$ cat src/rtl/fetch_unit.sv
// -----------------------------------------------------------------------------
// fetch_unit
//   Instruction-fetch stage. It holds the PC, a direct-mapped one-word-per-line
//   instruction cache with a miss-fill FSM, and the IF/ID pipeline register.
//   It sits directly upstream of stall_control: it reports
//   instruction_not_ready and obeys the stall/bubble decisions sent back.
//
// Ports
//   clk                    clock; all state changes on the rising edge
//   reset_n                asynchronous active-low reset
//   stall_in               hold PC and IF/ID
//   bubble_in              force IF/ID to a bubble on the next edge
//   redirect_valid         PC redirect (branch, iret or exception)
//   redirect_pc            redirect target; bits [1:0] are ignored
//   imem_ack               single-cycle fill-data strobe
//   imem_rdata             fill data, sampled while imem_ack=1
//   imem_req               fill request level, held until ack
//   imem_addr              word-aligned fill address
//   instruction_not_ready  no instruction available for the current PC
//   if_id_valid            IF/ID holds a real instruction
//   if_id_pc               PC of the IF/ID instruction
//   if_id_instr            IF/ID instruction, 0 (NOP) for a bubble
// -----------------------------------------------------------------------------
module fetch_unit #(
  parameter int                    PC_WIDTH    = 32,
  parameter int                    INSTR_WIDTH = 32,
  parameter int                    LINES       = 16,
  parameter logic [PC_WIDTH-1:0]   BOOT_PC     = PC_WIDTH'(32'h0000_1000)
) (
  input  logic                   clk,
  input  logic                   reset_n,
  input  logic                   stall_in,
  input  logic                   bubble_in,
  input  logic                   redirect_valid,
  input  logic [PC_WIDTH-1:0]    redirect_pc,
  input  logic                   imem_ack,
  input  logic [INSTR_WIDTH-1:0] imem_rdata,
  output logic                   imem_req,
  output logic [PC_WIDTH-1:0]    imem_addr,
  output logic                   instruction_not_ready,
  output logic                   if_id_valid,
  output logic [PC_WIDTH-1:0]    if_id_pc,
  output logic [INSTR_WIDTH-1:0] if_id_instr
);

  localparam int IDX_W = $clog2(LINES);
  localparam int TAG_W = PC_WIDTH - IDX_W - 2;

  typedef enum logic {S_IDLE, S_FILL} state_t;

  state_t                   r_state;
  state_t                   w_state_next;
  logic [PC_WIDTH-1:0]      r_pc;
  logic [PC_WIDTH-1:0]      r_miss_addr;
  logic [LINES-1:0]         r_valid;
  logic [TAG_W-1:0]         r_tag_ram  [LINES];
  logic [INSTR_WIDTH-1:0]   r_data_ram [LINES];
  logic                     r_if_id_valid;
  logic [PC_WIDTH-1:0]      r_if_id_pc;
  logic [INSTR_WIDTH-1:0]   r_if_id_instr;

  logic [IDX_W-1:0]         w_index;
  logic [TAG_W-1:0]         w_tag;
  logic [IDX_W-1:0]         w_fill_index;
  logic [TAG_W-1:0]         w_fill_tag;
  logic                     w_hit;
  logic                     w_not_ready;
  logic                     w_fill_done;
  logic [PC_WIDTH-1:0]      w_redirect_aligned;

  // Combinational cache lookup of the current PC.
  assign w_index      = r_pc[IDX_W+1:2];
  assign w_tag        = r_pc[PC_WIDTH-1:IDX_W+2];
  assign w_fill_index = r_miss_addr[IDX_W+1:2];
  assign w_fill_tag   = r_miss_addr[PC_WIDTH-1:IDX_W+2];
  assign w_hit        = r_valid[w_index] && (r_tag_ram[w_index] == w_tag);

  assign w_not_ready  = (r_state == S_FILL) || !w_hit;
  assign w_fill_done  = (r_state == S_FILL) && imem_ack;

  // Instructions are word aligned, so the low two target bits are dropped.
  assign w_redirect_aligned = redirect_pc & ~PC_WIDTH'(3);

  // Miss-fill FSM, next-state half. A redirect seen in IDLE suppresses the
  // fill because the missing PC is about to be replaced anyway; once in FILL
  // the fill always runs to completion since its data is valid for miss_addr.
  always_comb begin
    w_state_next = r_state;
    case (r_state)
      S_IDLE: if (!w_hit && !redirect_valid) w_state_next = S_FILL;
      S_FILL: if (imem_ack)                  w_state_next = S_IDLE;
      default:                               w_state_next = S_IDLE;
    endcase
  end

  // NOTE: all clocked state uses non-blocking assignments so every register
  // samples the pre-edge values of the others, regardless of process order.
  always_ff @(posedge clk or negedge reset_n) begin
    if (!reset_n) begin
      r_state     <= S_IDLE;
      r_pc        <= BOOT_PC;
      r_miss_addr <= '0;
      r_valid     <= '0;
    end else begin
      r_state <= w_state_next;

      if (r_state == S_IDLE && w_state_next == S_FILL) r_miss_addr <= r_pc;

      if (w_fill_done) r_valid[w_fill_index] <= 1'b1;

      if (redirect_valid)   r_pc <= w_redirect_aligned;
      else if (stall_in)    r_pc <= r_pc;
      else if (w_not_ready) r_pc <= r_pc;
      else                  r_pc <= r_pc + PC_WIDTH'(4);
    end
  end

  // NOTE: tag and data arrays carry no reset; the reset-cleared valid bits
  // already make every line a miss, and leaving them unreset lets them map
  // onto plain RAM.
  always_ff @(posedge clk) begin
    if (w_fill_done) begin
      r_tag_ram[w_fill_index]  <= w_fill_tag;
      r_data_ram[w_fill_index] <= imem_rdata;
    end
  end

  // IF/ID pipeline register.
  always_ff @(posedge clk or negedge reset_n) begin
    if (!reset_n) begin
      r_if_id_valid <= 1'b0;
      r_if_id_pc    <= '0;
      r_if_id_instr <= '0;
    end else if (redirect_valid || bubble_in) begin
      r_if_id_valid <= 1'b0;
      r_if_id_pc    <= '0;
      r_if_id_instr <= '0;
    end else if (stall_in) begin
      r_if_id_valid <= r_if_id_valid;
      r_if_id_pc    <= r_if_id_pc;
      r_if_id_instr <= r_if_id_instr;
    end else if (w_not_ready) begin
      r_if_id_valid <= 1'b0;
      r_if_id_pc    <= '0;
      r_if_id_instr <= '0;
    end else begin
      r_if_id_valid <= 1'b1;
      r_if_id_pc    <= r_pc;
      r_if_id_instr <= r_data_ram[w_index];
    end
  end

  // imem_addr simply mirrors miss_addr; it is only meaningful while imem_req=1.
  assign imem_req              = (r_state == S_FILL);
  assign imem_addr             = r_miss_addr;
  assign instruction_not_ready = w_not_ready;
  assign if_id_valid           = r_if_id_valid;
  assign if_id_pc              = r_if_id_pc;
  assign if_id_instr           = r_if_id_instr;

endmodule

$ cat config.mk
export PLATFORM = sky130hd
export DESIGN_NAME = fetch_unit
export DESIGN_NICKNAME = d
export VERILOG_FILES = /design/src/rtl/fetch_unit.sv
export SDC_FILE = /design/constraint.sdc
export NUM_CORES = 1
export LEC_CHECK = 0
export CAP_MARGIN = 40
export CELL_PAD_IN_SITES_DETAIL_PLACEMENT = 0
export CELL_PAD_IN_SITES_GLOBAL_PLACEMENT = 1
export CORE_MARGIN = 8
export CORE_UTILIZATION = 50
export CTS_CLUSTER_SIZE = 12
export DETAILED_ROUTE_END_ITERATION = 8
export GPL_ROUTABILITY_DRIVEN = 0
export PLACE_DENSITY_LB_ADDON = 0.12
export SETUP_SLACK_MARGIN = 0.02
export SLEW_MARGIN = 20
export SYNTH_ARGS = -nofsm -noshare
export SYNTH_HDL_FRONTEND = slang
export SYNTH_SLANG_ARGS = --single-unit
$ cat constraint.sdc
create_clock -name clk -period 10.9 [get_ports clk]
set_input_delay 2.18 -clock clk [delete_from_list [all_inputs] [get_ports clk]]
set_output_delay 2.18 -clock clk [all_outputs]
set_load 0.1 [all_outputs]
==> summary.md, run 1 <==
| Metric | Value |
|---|---|
| Status | `complete, no violations` |
| Post-DP HPWL | `60.1 mm` |
| Port bufs | `164` |
| Initial antenna violation count | `4` |
| Data required, critical path | `8720 ps` |
| Worst reg2reg path depth | `11` |
| Die H | `307 um` |
| Post-place setup slack | `3690 ps` |
| Clock share of power | `0.374` |
| CP most frequent cell | `mux2i_1` |
| Initial Utilization | `0.505` |
| Drt wl/cell | `29.7 um` |
| Inserted Clock Buffers | `111` |
| CTS Hold Bufs | `0` |
| Switching power | `2600 uW` |
| Mapped Cells | `2097` |
| Crit-path leading delay family | `simple AND/OR/NAND/NOR gates` |
| Hold WC Path Type | `flop to flop` |
| Gr usage total | `0.228` |
| Final Hold Fails | `0` |
| Levels on crit path | `11` |
| Synth Flop Type | `edfxtp_1` |
| Placed cell count | `3440` |
| # H-tree levels | `3` |
| 1st-pass router iterations | `5` |
| Yosys cell types | `80` |
| CP max FO | `76` |
| Kind of end point of the critical path | `output pin` |
| Slew @ Worst Pin | `922 ps` |
| Slew Limit Fails | `0` |
| CP Buf/Inv Count | `3` |
| DRC | `0` |
| Avg Inst Size Synth | `20.2 um^2` |
| Setup TNS | `0 ps` |
| Lkg Pwr | `0.0172 uW` |
| Min Hold Slack | `460 ps` |
| Synthesis-to-layout area growth | `20.7%` |
| Tot Pwr | `10200 uW` |
| Largest net degree at the start of global routing | `77` |
| Core area | `0.0838 mm^2` |
| Io pins | `169` |
| Yosys Warn Count | `0` |
| TritonCTS clock tree | `done` |
| Number of DRC markers in iteration 0 | `1978` |
| Post-cts resize count | `0` |
| RSZ-0062 raised after global routing | `false` |
| CTS clk-pin slew, worst paths | `60 ps` |
| Max stage delay on crit path | `880 ps` |
| Post-synth EDFFs | `928` |
| Setup Skew | `30.2 ps` |
| Via count | `22005` |
| Final Worst Setup Slack | `3080 ps` |
| Final setup viols | `0` |
| Final Critical Period | `7820 ps` |
| Routed wire length | `108 mm` |
| Clock latency on the worst-skew pair | `680 ps` |
| Hold path depth | `1` |
| Clk root buf | `clkbuf_16` |
| Vias per inst | `6.02` |
| Post-route insts no fill | `3653` |
| Maximum vdd drop | `140 uV` |
| First-pass GRT wire length | `158 mm` |
| Sw Ratio | `0.255` |
| Power Density | `200 mW/mm^2` |
| Synth async-reset ratio | `0.132` |
| Longest Clk Path Bufs | `3` |
| Die area | `0.0943 mm^2` |
| # clock sinks | `1069` |
| CP max stage cell | `dfrtp_4` |
| Post-CTS Setup Bufs | `0` |
| Die W | `307 um` |
| Site row count | `106` |
| Crit share post-route | `0.717` |
| Sequential element share of the synthesized area | `0.741` |
| Crit path kind | `flop to output pin` |
| Max Cap Viol | `0` |
| GRT Residual Overflow | `0` |
| Number of synthesized register bits | `1069` |
| NumNets Final | `2493` |
| CP Cell Sequence | `buf_12 > mux4_2 > mux2i_1 > mux2i_1 > xnor2_1 > nand4_1 > or4_1 > or2_4 > or3_1 > clkdlybuf4s50_1 > buf_8` |
| Worst path arrival time | `5640 ps` |
| Max_slew headroom | `0.385` |
| Combinational group share of total power | `0.134` |
| Cell area after synthesis | `0.0424 mm^2` |
| Fmax | `128 MHz` |
| ANT nets after route | `0` |
| Internal Power | `7610 uW` |
| Seq pwr share | `0.492` |
| Vias in the first global route | `22662` |
| Setup crit start kind | `flop` |
| Share of cells above drive strength 1 | `0.250` |
## layout by cell type (no fill, tap or decap), drive strengths merged, types with 5 or more instances in the layout
master	count
mux2	42
nand3	17
nor2b	23
inv	11
a31oi	16
buf	179
or4	5
o21ai	10
mux4	217
clkinv	19
nand2b	7
mux2i	145
nand2	52
a21oi	11
xnor2	21
a22o	72
edfxtp	928
nand3b	7
o22ai	7
nor4	7
nor3	20
dfrtp	140
a221oi	9
nand4	13
bufinv	9
nor4b	5
or2	18
nor2	42
clkdlybuf4s50	162
a211oi	9
a22oi	39
xor2	7
clkbuf	180
and3	8
## registers in the layout (all words and copies together) (netlist names)
register,cells
imem_addr,30
if_id_pc,31
imem_req,1
r_tag_ram,416
if_id_instr,32
r_valid,16
if_id_valid,1
r_data_ram,512
r_pc,30
## power by group through the flow
stage | clock, uW | combinational [uW] | sequential [uW]
6_report | 3820 | 1370 | 5020
5_1_grt | 4040 | 1440 | 5050
4_1_cts | 3880 | 1380 | 5030
3_5_place_dp | 0 | 1370 | 5120
3_3_place_gp | 0 | 1190 | 5100
2_1_floorplan | 0 | 602 | 5250
## final timing paths
kind,startpoint,end,slack (ps)
hold reg to reg,r_valid[9],r_valid[9],460
min in group asynchronous,reset_n,imem_addr[28],1490
max in group asynchronous,reset_n,if_id_instr[31],8250
hold / removal,r_valid[9],r_valid[9],460
setup reg to reg,r_pc[4],imem_addr[8],5680
setup / recovery,r_pc[4],instruction_not_ready,3080
## worst register-to-register path: stages, from the launching register on
cell     delay, ps
dfrtp_4        880
buf_12         550
mux4_2         590
mux2i_1        160
mux2i_1        120
xnor2_1        250
nand4_1        130
or4_1          780
or2_4          420
o41ai_4        380
buf_4          440
mux2_1         390
## cell usage after synthesis, types with 5 or more instances
master / number / area (um^2)
nand2_1: 52 / 195
a221oi_1: 9 / 78.8
buf_2: 25 / 125
buf_1: 19 / 71.3
mux2_1: 30 / 338
nand2b_1: 7 / 43.8
a211oi_1: 9 / 67.6
buf_6: 14 / 158
a31oi_1: 16 / 100
dfrtp_1: 140 / 3500
and3_1: 8 / 50.1
or2_2: 17 / 106
xor2_1: 7 / 61.3
xnor2_1: 21 / 184
mux2_2: 12 / 135
nand3b_1: 7 / 52.6
nor2b_1: 23 / 144
nor2_1: 42 / 158
edfxtp_1: 928 / 27900
o21ai_0: 8 / 40.0
nor3_1: 20 / 100
buf_4: 11 / 82.6
mux2i_1: 144 / 1440
mux4_1: 5 / 131
a22o_1: 72 / 631
o22ai_1: 6 / 37.5
nand4_1: 12 / 75.1
a22oi_1: 39 / 293
a21oi_1: 10 / 50.1
nand3_1: 17 / 85.1
mux4_2: 212 / 4770
clkbuf_1: 56 / 210
inv_1: 8 / 30.0
nor4b_1: 5 / 43.8
## routing by layer
| metal | GRT usage | share of wire | up-vias |
|---|---|---|---|
| met5 | 0 | 0.00021 | - |
| met4 | 0.0549 | 0.019 | 4 |
| met3 | 0.0348 | 0.060 | 127 |
| met2 | 0.381 | 0.50 | 757 |
| met1 | 0.319 | 0.42 | 11794 |
| li1 | - | - | 9323 |
## through the flow
| stage | cell area [um^2] | utilization |
|---|---|---|
| 5_1_grt | 51100 | 0.610 |
| 3_3_place_gp | 45300 | 0.541 |
| 6_report | 51100 | 0.610 |
| 4_1_cts | 51100 | 0.609 |
| 3_5_place_dp | 47300 | 0.565 |
| 2_1_floorplan | 42400 | - |
## kinds of logic after synthesis
kind of cell | Yosys count | share of synthesized area
other cells | 1 | 0.0000885
simple gates | 246 | 0.0330
buf+inv | 141 | 0.0188
mux | 404 | 0.162
flops | 1069 | 0.741
fa+ha+maj | 1 | 0.000295
compound gates | 207 | 0.0395
xor+xnor | 28 | 0.00579
## layout make-up
class | instances | area [um^2]
antenna | 1 | 2.50
clock inverter | 30 | 469
clock buffer | 179 | 3260
fill | 5969 | 32700
inverter | 10 | 38.8
tap | 1134 | 1420
timing repair buffer | 342 | 4230
sequential | 1069 | 31400
multi-input combinational | 888 | 10300
Note: power is estimated with default switching activity, not from simulation.
==> run 2: changes to the inputs <==
- CORE_UTILIZATION: 50 -> 48
- clock period: 10.9 -> 7 ns (I/O delays scaled with it)
==> summary.md, run 2 (synthesis results as in run 1) <==
| Metric | Value |
|---|---|
| Area of the multi-input gates | `0.0103 mm^2` |
| Post-place setup slack | `1040 ps` |
| Routed wire length | `108 mm` |
| Placed cell count | `3474` |
| Die H | `313 um` |
| RSZ-0062 raised after global routing | `false` |
| 1st-pass router iterations | `5` |
| FILL cells | `6464` |
| Vias per inst | `5.93` |
| Kind of end point of the critical path | `output pin` |
| Most frequent cells in the layout | `edfxtp_1 (928), mux4_2 (212), clkdlybuf4s50_1 (161), mux2i_1 (144), dfrtp_1 (136)` |
| GRT Residual Overflow | `0` |
| Final setup viols | `0` |
| NumNets Final | `2494` |
| Share of cells above drive strength 1 | `0.248` |
| CTS clk-pin slew, worst paths | `60 ps` |
| Die area | `0.0980 mm^2` |
| CP max FO | `32` |
| Max_slew headroom | `0.424` |
| CTS Hold Bufs | `0` |
| Setup Skew | `34.8 ps` |
| Clk root buf | `clkbuf_16` |
| Initial antenna violation count | `6` |
| Setup TNS | `0 ps` |
| DRC | `0` |
| Slew @ Worst Pin | `862 ps` |
| Io pins | `169` |
| Final Hold Fails | `0` |
| Post-route insts no fill | `3688` |
| Initial Utilization | `0.482` |
| Number of DRC markers in iteration 0 | `1913` |
| Post-CTS Setup Bufs | `0` |
| Die W | `313 um` |
| Setup crit start kind | `flop` |
| Max reg flops | `512` |
| Core area | `0.0880 mm^2` |
| Drt wl/cell | `29.3 um` |
| Largest reg by FF count | `r_data_ram` |
| Via count | `21878` |
| Site row count | `109` |
| # clock sinks | `1069` |
| Data required, critical path | `5600 ps` |
| Power Density | `305 mW/mm^2` |
| Port bufs | `164` |
| Most common cell after layout, fill and taps aside | `edfxtp_1` |
| Largest net degree at the start of global routing | `76` |
| First-pass GRT wire length | `158 mm` |
| Inserted Clock Buffers | `110` |
| Post-cts resize count | `0` |
| Post-DP HPWL | `61.0 mm` |
| Final Critical Period | `6380 ps` |
| Clock latency on the worst-skew pair | `690 ps` |
| Hold WC Path Type | `flop to flop` |
| Crit share post-route | `0.911` |
| Vias in the first global route | `22539` |
| Fmax | `157 MHz` |
| ANT nets after route | `0` |
| Gr usage total | `0.218` |
| # H-tree levels | `3` |
| Final Worst Setup Slack | `622 ps` |
| Synthesis-to-layout area growth | `20.4%` |
| Maximum vdd drop | `215 uV` |
| Status | `complete, no violations` |
| Crit path kind | `flop to output pin` |
| Register Area | `0.0314 mm^2` |
| Longest Clk Path Bufs | `3` |
| Lkg Pwr | `0.0171 uW` |
| TritonCTS clock tree | `done` |
| Slew Limit Fails | `0` |
| Worst path arrival time | `4980 ps` |
| Max Cap Viol | `0` |
==> run 2: through the flow <==
stage           util  hold slack, ps  instance area, um^2  power [uW]
5_1_grt        0.580             475                51000       16100
2_1_floorplan      -             434                42400        9120
3_5_place_dp   0.539             451                47500       10100
4_1_cts        0.579             468                50900       15700
3_3_place_gp   0.517             446                45500        9800
6_report       0.580             464                51000       15600
==> run 2: where the power goes <==
group | internal, uW | switching, uW
combinational | 890 | 1260
clock | 3210 | 2400
sequential | 7450 | 362
total | 11600 | 4020
==> run 2: critical path, stage by stage (launching register included) <==
cell	delay (ps)
dfrtp_4	560
buf_16	280
mux4_2	530
and2_1	160
a211oi_1	260
mux2i_1	350
nand4_1	180
or4_1	800
or2_4	420
or3_1	440
buf_4	260
==> run 2: path summary, 6_finish.rpt <==
path                                 start               endpoint  slack [ps]  cells after the start
worst max-delay path               r_pc[2]  instruction_not_ready         620                     10
worst min-delay path            r_valid[1]             r_valid[1]         460                      1
worst max register to register     r_pc[2]           imem_addr[6]        2000                     11
worst min register to register  r_valid[1]             r_valid[1]         460                      1
max in group asynchronous          reset_n        if_id_instr[28]        5110                      2
min in group asynchronous          reset_n          imem_addr[22]         710                      1
==> run 2: final cells by class <==
type / count / share of cell area
repair buffers: 344 / 0.0841
inverters: 10 / 0.000760
well taps: 1165 / 0.0286
clock buffers: 174 / 0.0610
diodes: 3 / 0.000147
flip-flops and latches: 1069 / 0.616
multi-input cells: 888 / 0.202
clock inverters: 35 / 0.00738
==> run 2: layer usage <==
layer	wire length (um)	track usage	share of wire
met1	46400	0.305	0.43
met2	54000	0.367	0.50
met3	5870	0.0296	0.054
met4	1680	0.0486	0.016
met5	27	0	0.00025
